### config.mk
export PLATFORM = sky130hd
export DESIGN_NAME = rxdata
export DESIGN_NICKNAME = d
export VERILOG_FILES = /design/src/rtl/rxdata.sv
export SDC_FILE = /design/constraint.sdc
export NUM_CORES = 1
export LEC_CHECK = 0
export CORE_MARGIN = 2
export CORE_UTILIZATION = 44
export DETAILED_ROUTE_END_ITERATION = 16
export PLACE_DENSITY_LB_ADDON = 0.1
export SLEW_MARGIN = 20
export SYNTH_ARGS = -nofsm -noshare
export SYNTH_HDL_FRONTEND = slang
export SYNTH_SLANG_ARGS = --single-unit
### constraint.sdc
create_clock -name i_clk -period 2.5 [get_ports i_clk]
set_input_delay 0.5 -clock i_clk [delete_from_list [all_inputs] [get_ports i_clk]]
set_output_delay 0.5 -clock i_clk [all_outputs]
set_load 0.005 [all_outputs]
### src/rtl/rxdata.sv
// ASCII hex line parser: "0x" + 1..8 hex digits + optional CR + LF -> 32-bit word.
// state     | meaning
// IDLE      | between lines, waiting for leading '0'
// ZERO      | '0' seen, expecting 'x'
// HEX       | collecting hex digits
// WAIT_LF   | CR seen, expecting LF
// DISCARD   | malformed line, skipping to LF
module rxdata #(
   parameter bit OPT_UPPER      = 1'b1,
   parameter bit OPT_REQUIRE_CR = 1'b0
) (
   input  logic        i_clk,
   input  logic        i_reset_n,
   input  logic        i_rx_stb,
   input  logic [7:0]  i_rx_data,
   output logic        o_stb,
   output logic [31:0] o_data,
   output logic        o_err,
   output logic        o_busy
);

   typedef enum logic [2:0] {
      S_IDLE, S_ZERO, S_HEX, S_WAIT_LF, S_DISCARD
   } state_t;

   localparam logic [7:0] CH_LF    = 8'h0a;
   localparam logic [7:0] CH_CR    = 8'h0d;
   localparam logic [7:0] CH_SPACE = 8'h20;
   localparam logic [7:0] CH_ZERO  = 8'h30;
   localparam logic [7:0] CH_NINE  = 8'h39;
   localparam logic [7:0] CH_UA    = 8'h41;
   localparam logic [7:0] CH_UF    = 8'h46;
   localparam logic [7:0] CH_UX    = 8'h58;
   localparam logic [7:0] CH_LA    = 8'h61;
   localparam logic [7:0] CH_LF_HEX = 8'h66;
   localparam logic [7:0] CH_LX    = 8'h78;

   state_t      state, state_nxt;
   logic [31:0] acc, acc_nxt;
   logic [3:0]  cnt, cnt_nxt;
   logic [31:0] data_nxt;
   logic        stb_nxt, err_nxt;
   logic        is_hex, is_lf, is_cr, is_x;
   logic [3:0]  nibble;
   logic        bad, emit;

   // Letters 'a'-'f' and 'A'-'F' have low nibble 1..6, so +9 maps them to 10..15.
   always_comb begin
      is_hex = 1'b0;
      nibble = 4'd0;
      if (i_rx_data >= CH_ZERO && i_rx_data <= CH_NINE) begin
         is_hex = 1'b1;
         nibble = i_rx_data[3:0];
      end else if ((i_rx_data >= CH_LA && i_rx_data <= CH_LF_HEX) ||
                   (OPT_UPPER && i_rx_data >= CH_UA && i_rx_data <= CH_UF)) begin
         is_hex = 1'b1;
         nibble = i_rx_data[3:0] + 4'd9;
      end
   end

   assign is_lf = (i_rx_data == CH_LF);
   assign is_cr = (i_rx_data == CH_CR);
   assign is_x  = (i_rx_data == CH_LX) || (OPT_UPPER && i_rx_data == CH_UX);

   always_comb begin
      state_nxt = state;
      acc_nxt   = acc;
      cnt_nxt   = cnt;
      data_nxt  = o_data;
      stb_nxt   = 1'b0;
      err_nxt   = 1'b0;
      bad       = 1'b0;
      emit      = 1'b0;
      if (i_rx_stb) begin
         case (state)
            S_IDLE: begin
               if (i_rx_data == CH_ZERO)
                  state_nxt = S_ZERO;
               else if (!(i_rx_data == CH_SPACE || is_cr || is_lf))
                  bad = 1'b1;
            end
            S_ZERO: begin
               if (is_x) begin
                  state_nxt = S_HEX;
                  acc_nxt   = 32'd0;
                  cnt_nxt   = 4'd0;
               end else begin
                  bad = 1'b1;
               end
            end
            S_HEX: begin
               if (is_hex) begin
                  if (cnt == 4'd8) begin
                     bad = 1'b1;
                  end else begin
                     acc_nxt = {acc[27:0], nibble};
                     cnt_nxt = cnt + 4'd1;
                  end
               end else if (is_cr) begin
                  if (cnt != 4'd0) state_nxt = S_WAIT_LF;
                  else             bad = 1'b1;
               end else if (is_lf) begin
                  if (cnt != 4'd0 && !OPT_REQUIRE_CR) emit = 1'b1;
                  else                                bad  = 1'b1;
               end else begin
                  bad = 1'b1;
               end
            end
            S_WAIT_LF: begin
               if (is_lf) emit = 1'b1;
               else       bad  = 1'b1;
            end
            S_DISCARD: begin
               if (is_lf) state_nxt = S_IDLE;
            end
            default: state_nxt = S_IDLE;
         endcase

         if (emit) begin
            stb_nxt   = 1'b1;
            data_nxt  = acc;
            state_nxt = S_IDLE;
            acc_nxt   = 32'd0;
            cnt_nxt   = 4'd0;
         end
         // An LF that is itself malformed already ends the line, so no discard.
         if (bad) begin
            err_nxt   = 1'b1;
            state_nxt = is_lf ? S_IDLE : S_DISCARD;
            acc_nxt   = 32'd0;
            cnt_nxt   = 4'd0;
         end
      end
   end

   always_ff @(posedge i_clk or negedge i_reset_n) begin
      if (!i_reset_n) begin
         state  <= S_IDLE;
         acc    <= 32'd0;
         cnt    <= 4'd0;
         o_data <= 32'd0;
         o_stb  <= 1'b0;
         o_err  <= 1'b0;
      end else begin
         state  <= state_nxt;
         acc    <= acc_nxt;
         cnt    <= cnt_nxt;
         o_data <= data_nxt;
         o_stb  <= stb_nxt;
         o_err  <= err_nxt;
      end
   end

   assign o_busy = (state != S_IDLE);

endmodule
# Word level (Yosys, flattened, before mapping)
# Index checks and enable logic that the tools add are counted.
# op_classes
addsub	2
n_mul	0
div_mod_pow	0
n_lt_le_gt_ge	6
eq_ne	20
shift	0
muxes	48
bitwise_logic	0
n_reduce_logical	14
# op_table
cell	count
$mux 32	5
$pmux 32 s2	1
$ne 4x4->1 const B	8
$mux 4	7
$mux 3	9
$mux 1	22
$eq 8x4->1 const B	2
$eq 8x6->1 const B	2
$eq 8x7->1 const B	2
$ge 8x7->1 const B	2
$le 8x7->1 const B	2
$pmux 3 s5	1
$ge 8x6->1 const B	1
$le 8x6->1 const B	1
$pmux 4 s2	1
$reduce_and 8->1	1
$reduce_bool 4->1	2
$eq 3x2->1 const B	2
$reduce_and 5->1	1
$add 4x1->4 const B	1
$add 4x4->4 const B	1
$eq 4x4->1 const B	1
$logic_or 1x1->1	4
$pmux 1 s4	1
8 further kinds	10
# totals
reg_bits	73
latchBits	0
mem_bits_rw	0
rom_bits	0
in_bits	11
out_inout_bits	35
wordCells	96
mem_count	0

# Longest topological paths before layout
# Gate-level depths: netlist of the first run.
# logic_depth
word_depth	10
ltp_mapped	10

# Worst setup path after synthesis of the first run
# No wires, ideal clock.
# synth_timing
kind	input port to flip-flop
start	input port i_rx_data[1]
end	register cnt[0]
setup_time_ns	0.125
arrival_ns	2.253
t_required_ns	2.375
path_slack_ns	0.122
cell_stages	9
n_path_buf	1
path_cell_list	inv_1 > ha_1 > or3b_4 > and3_4 > o21a_4 > o211ai_2 > nor2_2 > buf_6 > mux2_4
# synth_between
elab_chain_cells	10
word_cells_on_any_way	43
cone_classes	order compare: 6; eq/ne: 9; mux: 19; reduce/logical: 9
# synth_lines
element	line	rtl
from (decl)	15	input logic [7:0] i_rx_data,
$ge 8x7->1 (tied with other cells)	54	end else if ((i_rx_data >= CH_LA && i_rx_data <= CH_LF_HEX) ||
$logic_and 1x1->1, on equally long branches	54, 55	
$logic_or 1x1->1	54	
$mux 1	54	
$mux 1	51	if (i_rx_data >= CH_ZERO && i_rx_data <= CH_NINE) begin
$mux 1	92	if (is_hex) begin
$pmux 1 s4 / $pmux 1 s2 (equally long branches)	75	case (state)
$mux 1	74	if (i_rx_stb) begin
$ne 4x4->1 (no line) (tied with other cells)	--	
$reduce_and 5->1 (no line) / $mux 4 (equally long branches)	--	
to (signal assigned)	147	cnt <= cnt_nxt;
to (decl)	40	logic [3:0] cnt, cnt_nxt;
# Parallel ways exist; a longest one is shown, timed or not. The select of a mux whose other input is x is not followed.
# A chain may end at the register's enable or synchronous reset.

# Worst setup path after layout of the first run
# layout_timing
start	input port i_rx_data[4]
end	register acc[25]
# layout_between
elab_chain_cells	10
word_cells_on_any_way	43
cone_classes	order compare: 6; eq/ne: 9; mux: 19; reduce/logical: 9
# layout_lines
element	line	rtl
$ge 8x7->1 (tied with other cells)	54	
$logic_and 1x1->1, on equally long branches	54, 55	
$logic_or 1x1->1	54	
$mux 1	54	
$mux 1	51	
$mux 1	92	
$pmux 1 s4 / $pmux 1 s2 (equally long branches)	75	
$mux 1	74	
$ne 4x4->1 (no line) (tied with other cells)	--	
$reduce_and 5->1 (no line) / $mux 32 (equally long branches)	--	
to (signal assigned)	146	acc <= acc_nxt;
to (decl)	39	logic [31:0] acc, acc_nxt;
# Parallel ways exist; a longest one is shown, timed or not. The select of a mux whose other input is x is not followed.

==> results of run 1 <==
power breakdown:
part | internal [mW] | switching [mW]
Clock | 0.566 | 0.454
Combinational | 0.102 | 0.111
Sequential | 1.19 | 0.0140
cell families (layout without fill, tap and decap cells):
| kind of cell | Yosys count | in the layout | synth area share (%) |
|---|---|---|---|
| flip-flops | 73 | 73 | 55.9 |
| buffers and inverters | 19 | 101 | 3.83 |
| multiplexers | 35 | 35 | 12.2 |
| AND/OR/NAND/NOR | 40 | 40 | 8.72 |
| adder cells (fa/ha/maj) | 7 | 7 | 2.68 |
| AO/OA/AOI/OAI | 64 | 64 | 16.8 |
routing by layer:
metal	part of all wire (%)	vias up
met5	0	-
met4	1.5	0
met3	3.5	8
met2	47	48
met1	48	1106
li1	-	1046
layout make-up:
class / count / area (µm²)
fill: 614 / 2870
sequential: 73 / 1830
multi-input combinational: 146 / 1360
timing repair buffer: 79 / 793
clock buffer: 10 / 128
tap: 99 / 124
clock inverter: 6 / 90.1
inverter: 6 / 22.5
stage by stage:
| step | area (µm²) | util, % | instances | hold slack [ns] |
|---|---|---|---|---|
| after detailed placement | 4050 | 56.1 | 402 | 0.474 |
| final | 4340 | 60.2 | 419 | 0.277 |
| after CTS | 4310 | 59.7 | 419 | 0.310 |
| after floorplan | 3270 | - | 238 | 0.204 |
| after global routing | 4340 | 60.2 | 419 | 0.339 |
| after global placement | 4050 | 56.1 | 402 | 0.467 |
flip-flops by register name (all words and copies together), names as in the netlist:
name	count
cnt	4
o_data	32
state	3
o_stb	1
o_err	1
acc	32
cells in the mapped netlist (all sizes together) (3+ instances only):
library cell,instances
a21o,3
a21oi,5
a22o,29
and3,3
buf,12
dfrtp,73
ha,7
inv,6
mux2,35
nand2,5
nand3,4
nor2,9
nor3b,4
nor4b,3
o21ai,8
o2bb2ai,4
cell usage in the layout (no fill, tap or decap), types with 3 or more instances in the layout:
| cell | instances |
|---|---|
| a21o_1 | 3 |
| a21oi_1 | 5 |
| a22o_1 | 29 |
| buf_12 | 5 |
| buf_4 | 29 |
| clkbuf_8 | 9 |
| clkdlybuf4s50_1 | 38 |
| dfrtp_1 | 73 |
| dlymetal6s2s_1 | 4 |
| ha_1 | 7 |
| inv_1 | 6 |
| mux2_1 | 34 |
| nand2_1 | 4 |
| nand3_1 | 4 |
| nor2_1 | 8 |
| nor3b_1 | 3 |
| o21ai_2 | 3 |
| o2bb2ai_1 | 4 |
worst paths after layout:
check	depth (start not counted)	slack, ns	endpoint
max in group asynchronous	1	1.64	o_data[3]$_DFFE_PN0P_
min in group i_clk	1	0.48	o_data[30]$_DFFE_PN0P_
max	8	0.11	acc[25]$_DFFE_PN0P_
min	1	0.28	o_data[30]$_DFFE_PN0P_
max reg2reg	8	0.25	state[0]$_DFFE_PN0P_
min reg2reg	1	0.48	o_data[30]$_DFFE_PN0P_
timing repair:
action | CTS | global route
gates resized for setup | 7 | 8
gates cloned | 1 | 0
endpoints found under the setup margin | 66 | 37
pin swaps | 5 | 1
==> summary.txt, run 1 <==
Critical path
  • CP endpoint kind: flop
  • Crit Path Category: in -> reg
  • Crit path cell chain: clkdlybuf4s50_1 > and4bb_2 > a21boi_4 > o21ai_2 > a2111oi_4 > o21ai_4 > buf_12 > a22o_1
  • Arr. time, crit path: 2.62 ns
  • Worst r2r src: cnt[0]$_DFFE_PN0P_
  • Crit-path slowest cell: clkdlybuf4s50_1
  • Slowest stage delay, CP: approximately 0.57 ns
  • Number of buffers and inverters on the critical path: 2
  • Cell family with most CP delay: compound AO/OA/AOI/OAI gates
  • Startpoint Class: input pin
  • CP Launch Point: i_rx_data[4]
  • Req. time, crit path: 2.73 ns
  • CP max FO: 14

Synthesis
  • Synth top area share: 55.9%
  • FF+latch count, synth: 73
  • Largest area contributor in the netlist: dfrtp_1
  • Post-Syn Area: 3270 µm²
  • Mean Syn Cell Area: 13.7 µm²
  • Async set-reset flop share out of synthesis: 100%
  • Mapped Cells: between 200 and 250
  • Yosys warning count: 0
  • Library cells used by synthesis: 50
  • Main flop type after synthesis: dfrtp_1
  • Number of synthesized flops with an enable pin: 0
  • Post-Syn Nets: 256
  • Area contributors post-synth: dfrtp_1 (56%), mux2_1 (12%), a22o_1 (7.8%)
  • Register area share after synthesis: 55.9%

Clock tree
  • Worst skew pair latency: 0.35 ns
  • Bufs on Longest Clock Path: 2
  • CTS tree: built
  • Cts-stage hold buffer count: 0
  • CTS clk-pin slew, worst paths: 0.07 ns
  • Clk root buf: clkbuf_8
  • CTS H-tree lvls: 3
  • CTS buffer count: 9
  • TritonCTS Sinks: 73
  • Setup bufs post-CTS: 0

Drt
  • Wirelength per Cell: 15.1 µm
  • Vias: 2208
  • DRC violations left: 0
  • Antenna-violating nets left: 0
  • DR iter-0 viols: 98
  • Overall routed net length: 6320 µm
  • TritonRoute pass-1 iters: 4
  • Vias per cell: 5.27

Global route
  • GRT busiest layer: met2
  • Met1 usage: between 20% and 30%
  • M2 GR Usage: 26.3%
  • Initial antenna violation count: 0
  • Largest net degree at the start of global routing: 74
  • Met3 usage: 4.36%
  • Vias in the first global route: 2206
  • Gr ovfl total: 0
  • Global Route Usage Sum: 16.9%
  • First-pass GRT wire length: ~11000 µm

Cells and area
  • Final-stage net count: around 330
  • Layout area overhead: 32.8%
  • Share of cells above drive strength 1: roughly 22%
  • Inserted Diodes: 0

Die
  • Top Ports: 46
  • Total die area: 8140 µm²
  • Chip Width: 90.2 µm
  • Core box area: a little over 7000 µm²
  • Row count: 31
  • Die outline height: 90.2 µm
  • Initial Utilization: roughly 45%

STA
  • FMAX: 418 MHz
  • Slew Viols, Final: 0
  • Least-Margin Pin Slew: between 0.8 and 0.9 ns
  • RSZ-0062 raised after global routing: no
  • Final Setup Violations: 0
  • Tmin final: 2.39 ns
  • Setup Skew: 0.0128 ns
  • Max-slew headroom: roughly two fifths
  • Total negative slack: 0 ns
  • Final Cycle Share: 95.7%
  • Final WS setup: 0.107 ns
  • Final hold vios: 0

Pwr
  • Max IR drop VDD: 0.333 mV
  • Tot Pwr: 2.43 mW
  • LEAKAGE: 2.08 nW
  • PD cells: 560 nW/µm²

Placement
  • Dpl ws: -0.445 ns
  • Gpl congestion: 0.825
  • Post-DP HPWL: 4240 µm
  • Port buffer count: 45

Worst hold path
  • Hold Path Class: in -> async

Status
  • Status: finished clean

Job
  • Max Cap Viol: 0
(Power assumes the default switching activity.)
==> inputs of run 2 (changes only) <==
Settings changed: CTS_CLUSTER_DIAMETER from default to 40, RECOVER_POWER from default to 50, SLEW_MARGIN 20 to default.
==> run 2 against run 1 <==
The flow now finishes with violations (max-capacitance violations, max-slew violations); largest power group unchanged; final cell count unchanged; fmax about the same; largest cell class unchanged; sequential share of layout area about the same.
==> summary.txt, run 2 (synthesized netlist as in run 1, its figures left out) <==
Status
  • Status: complete, but fails checks
  • Failing checks: max-capacitance violations, max-slew violations

Cells and area
  • Commonest cells after routing, fill and taps aside: dfrtp_1 (73), mux2_1 (34), a22o_1 (29)
  • Design area: 4340 µm²
  • Final-stage net count: 333
  • Finished Layout Cells: approximately 420
  • Inserted Diodes: 0
  • Layout area overhead: 32.7%
  • Most common cell after layout, fill and taps aside: dfrtp_1
  • Share of cells above drive strength 1: 22.2%
  • Regs by FF count: acc (32), o_data (32), cnt (4)
  • Final core occ: 60.2%

Drt
  • DR iter-0 viols: 98
  • TritonRoute pass-1 iters: 4
  • Wirelength per Cell: 15.1 µm
  • Overall routed net length: 6320 µm
  • Vias per cell: 5.26
  • DRC violations left: 0
  • Antenna-violating nets left: 0
  • Vias: 2206

Global route
  • M2 GR Usage: 26.3%
  • Met3 usage: 4.36%
  • First-pass GRT wire length: 10900 µm
  • Vias in the first global route: 2206
  • Largest net degree at the start of global routing: 74
  • Initial antenna violation count: 0
  • Global Route Usage Sum: between 10% and 20%
  • GRT busiest layer: met2
  • Gr ovfl total: 0
  • Met1 usage: 22.6%

Critical path
  • Crit Path Category: in -> reg
  • R2r endpoint: state[0]$_DFFE_PN0P_
  • Cell count of the worst reg-to-reg path: 8
  • CP endpoint kind: flop
  • Slowest stage delay, CP: 0.57 ns
  • Crit-path slowest cell: clkdlybuf4s50_1
  • Crit path cell chain: clkdlybuf4s50_1 > and4bb_2 > a21boi_4 > o21ai_2 > a2111oi_4 > o21ai_4 > buf_12 > a22o_1
  • Reg2reg setup slack: 0.25 ns
  • Worst r2r src: cnt[0]$_DFFE_PN0P_
  • Arr. time, crit path: approximately 2.6 ns
  • CP max FO: 14
  • Startpoint Class: input pin
  • Req. time, crit path: 2.73 ns

Placement
  • Placed Instances: between 400 and 500
  • Dpl ws: -0.445 ns
  • Post-DP HPWL: ~4200 µm
  • Port buffer count: 45
  • Gpl congestion: 0.825
  • Cell Area, Placed: 4050 µm²

Die
  • Total die area: 8140 µm²
  • Core box area: 7210 µm²
  • Initial Utilization: 45.3%
  • Row count: 31
  • Chip Width: approximately 90 µm
  • Die outline height: between 90 and 100 µm
  • Top Ports: 46

STA
  • Tmin final: ~2.4 ns
  • Total negative slack: 0 ns
  • RSZ-0062 raised after global routing: no
  • Max-slew headroom: -17.6%
  • FMAX: 418 MHz
  • Final WS setup: 0.107 ns
  • Setup Skew: about 0.012 ns
  • Min Hold Slack: 0.480 ns
  • Final Cycle Share: 95.7%
  • Final Setup Violations: 0
  • Slew Viols, Final: between 70 and 80
  • Final hold vios: 0
  • Least-Margin Pin Slew: approximately 1.8 ns

Clock tree
  • Cts-stage hold buffer count: 0
  • TritonCTS Sinks: 73
  • Worst skew pair latency: 0.35 ns
  • CTS H-tree lvls: 3
  • CTS buffer count: 9
  • CTS tree: built
  • Clk root buf: clkbuf_8
  • CTS clk-pin slew, worst paths: 0.07 ns
  • Bufs on Longest Clock Path: 2
  • Setup bufs post-CTS: 0

Worst hold path
  • Hold Path Class: reg -> reg
  • Hold Crit Depth: 1
  • WHS Endpoint: o_data[21]$_DFFE_PN0P_
  • HP Start: o_data[21]$_DFFE_PN0P_

Pwr
  • Max IR drop VDD: approximately 0.33 mV
  • Combinational share of power: under 10%
  • LEAKAGE: 2.14 nW
  • P_sw: between 0.5 and 0.6 mW
  • Tot Pwr: 2.43 mW
  • Clock Power Share: around two fifths
  • Switch share: 23.7%
  • Sequential power share: between 40% and 50%
  • PD cells: 560 nW/µm²
  • Pint: between 1.5 and 2 mW

Job
  • Max Cap Viol: 1
[run 2: final cells by class]
class                      instances  area, µm²
inverter                           6       22.5
multi-input combinational        146       1360
clock inverter                     6       90.1
clock buffer                      10        128
tap                               99        124
fill                             615       2870
sequential                        73       1830
timing repair buffer              79        791
[run 2: power by group through the flow]
stage	Sequential, mW	Combinational, mW	Clock [mW]
2_1_floorplan	1.21	0.108	0
3_3_place_gp	1.22	0.207	0
3_5_place_dp	1.22	0.209	0
4_1_cts	1.20	0.213	1.04
5_1_grt	1.20	0.233	1.10
6_report	1.20	0.211	1.02
[run 2: how the worst max path moves through the flow]
stage | from | to | slack (ns) | cells after the start
after CTS | i_rx_data[6] | acc[25]$_DFFE_PN0P_ | 0.02 | 8
after global placement | i_rx_data[1] | state[0]$_DFFE_PN0P_ | -0.43 | 10
after detailed placement | i_rx_data[1] | cnt[1]$_DFFE_PN0P_ | -0.45 | 10
after global routing | i_rx_data[4] | acc[8]$_DFFE_PN0P_ | 0.006 | 8
final | i_rx_data[4] | acc[25]$_DFFE_PN0P_ | 0.11 | 8
after floorplan | i_rx_data[1] | cnt[0]$_DFFE_PN0P_ | 0.12 | 9
[run 2: routing by layer]
metal / share of wire [%] / up-vias
met5: 0 / -
met3: 3.3 / 8
met1: 48 / 1110
met4: 1.5 / 0
met2: 47 / 41
li1: - / 1047
[run 2: worst max-delay path: cells and delay by family]
family	cells	cell delay, ns
buffers and inverters	2	0.73
AO/OA/AOI/OAI	5	1.10
AND/OR/NAND/NOR	1	0.29
[run 2: repair_timing]
| action | in CTS | in global routing |
|---|---|---|
| endpoints found under the setup margin | 66 | 37 |
| pin swaps | 5 | 1 |
| gates resized for setup | 7 | 8 |
| cloned | 1 | 0 |
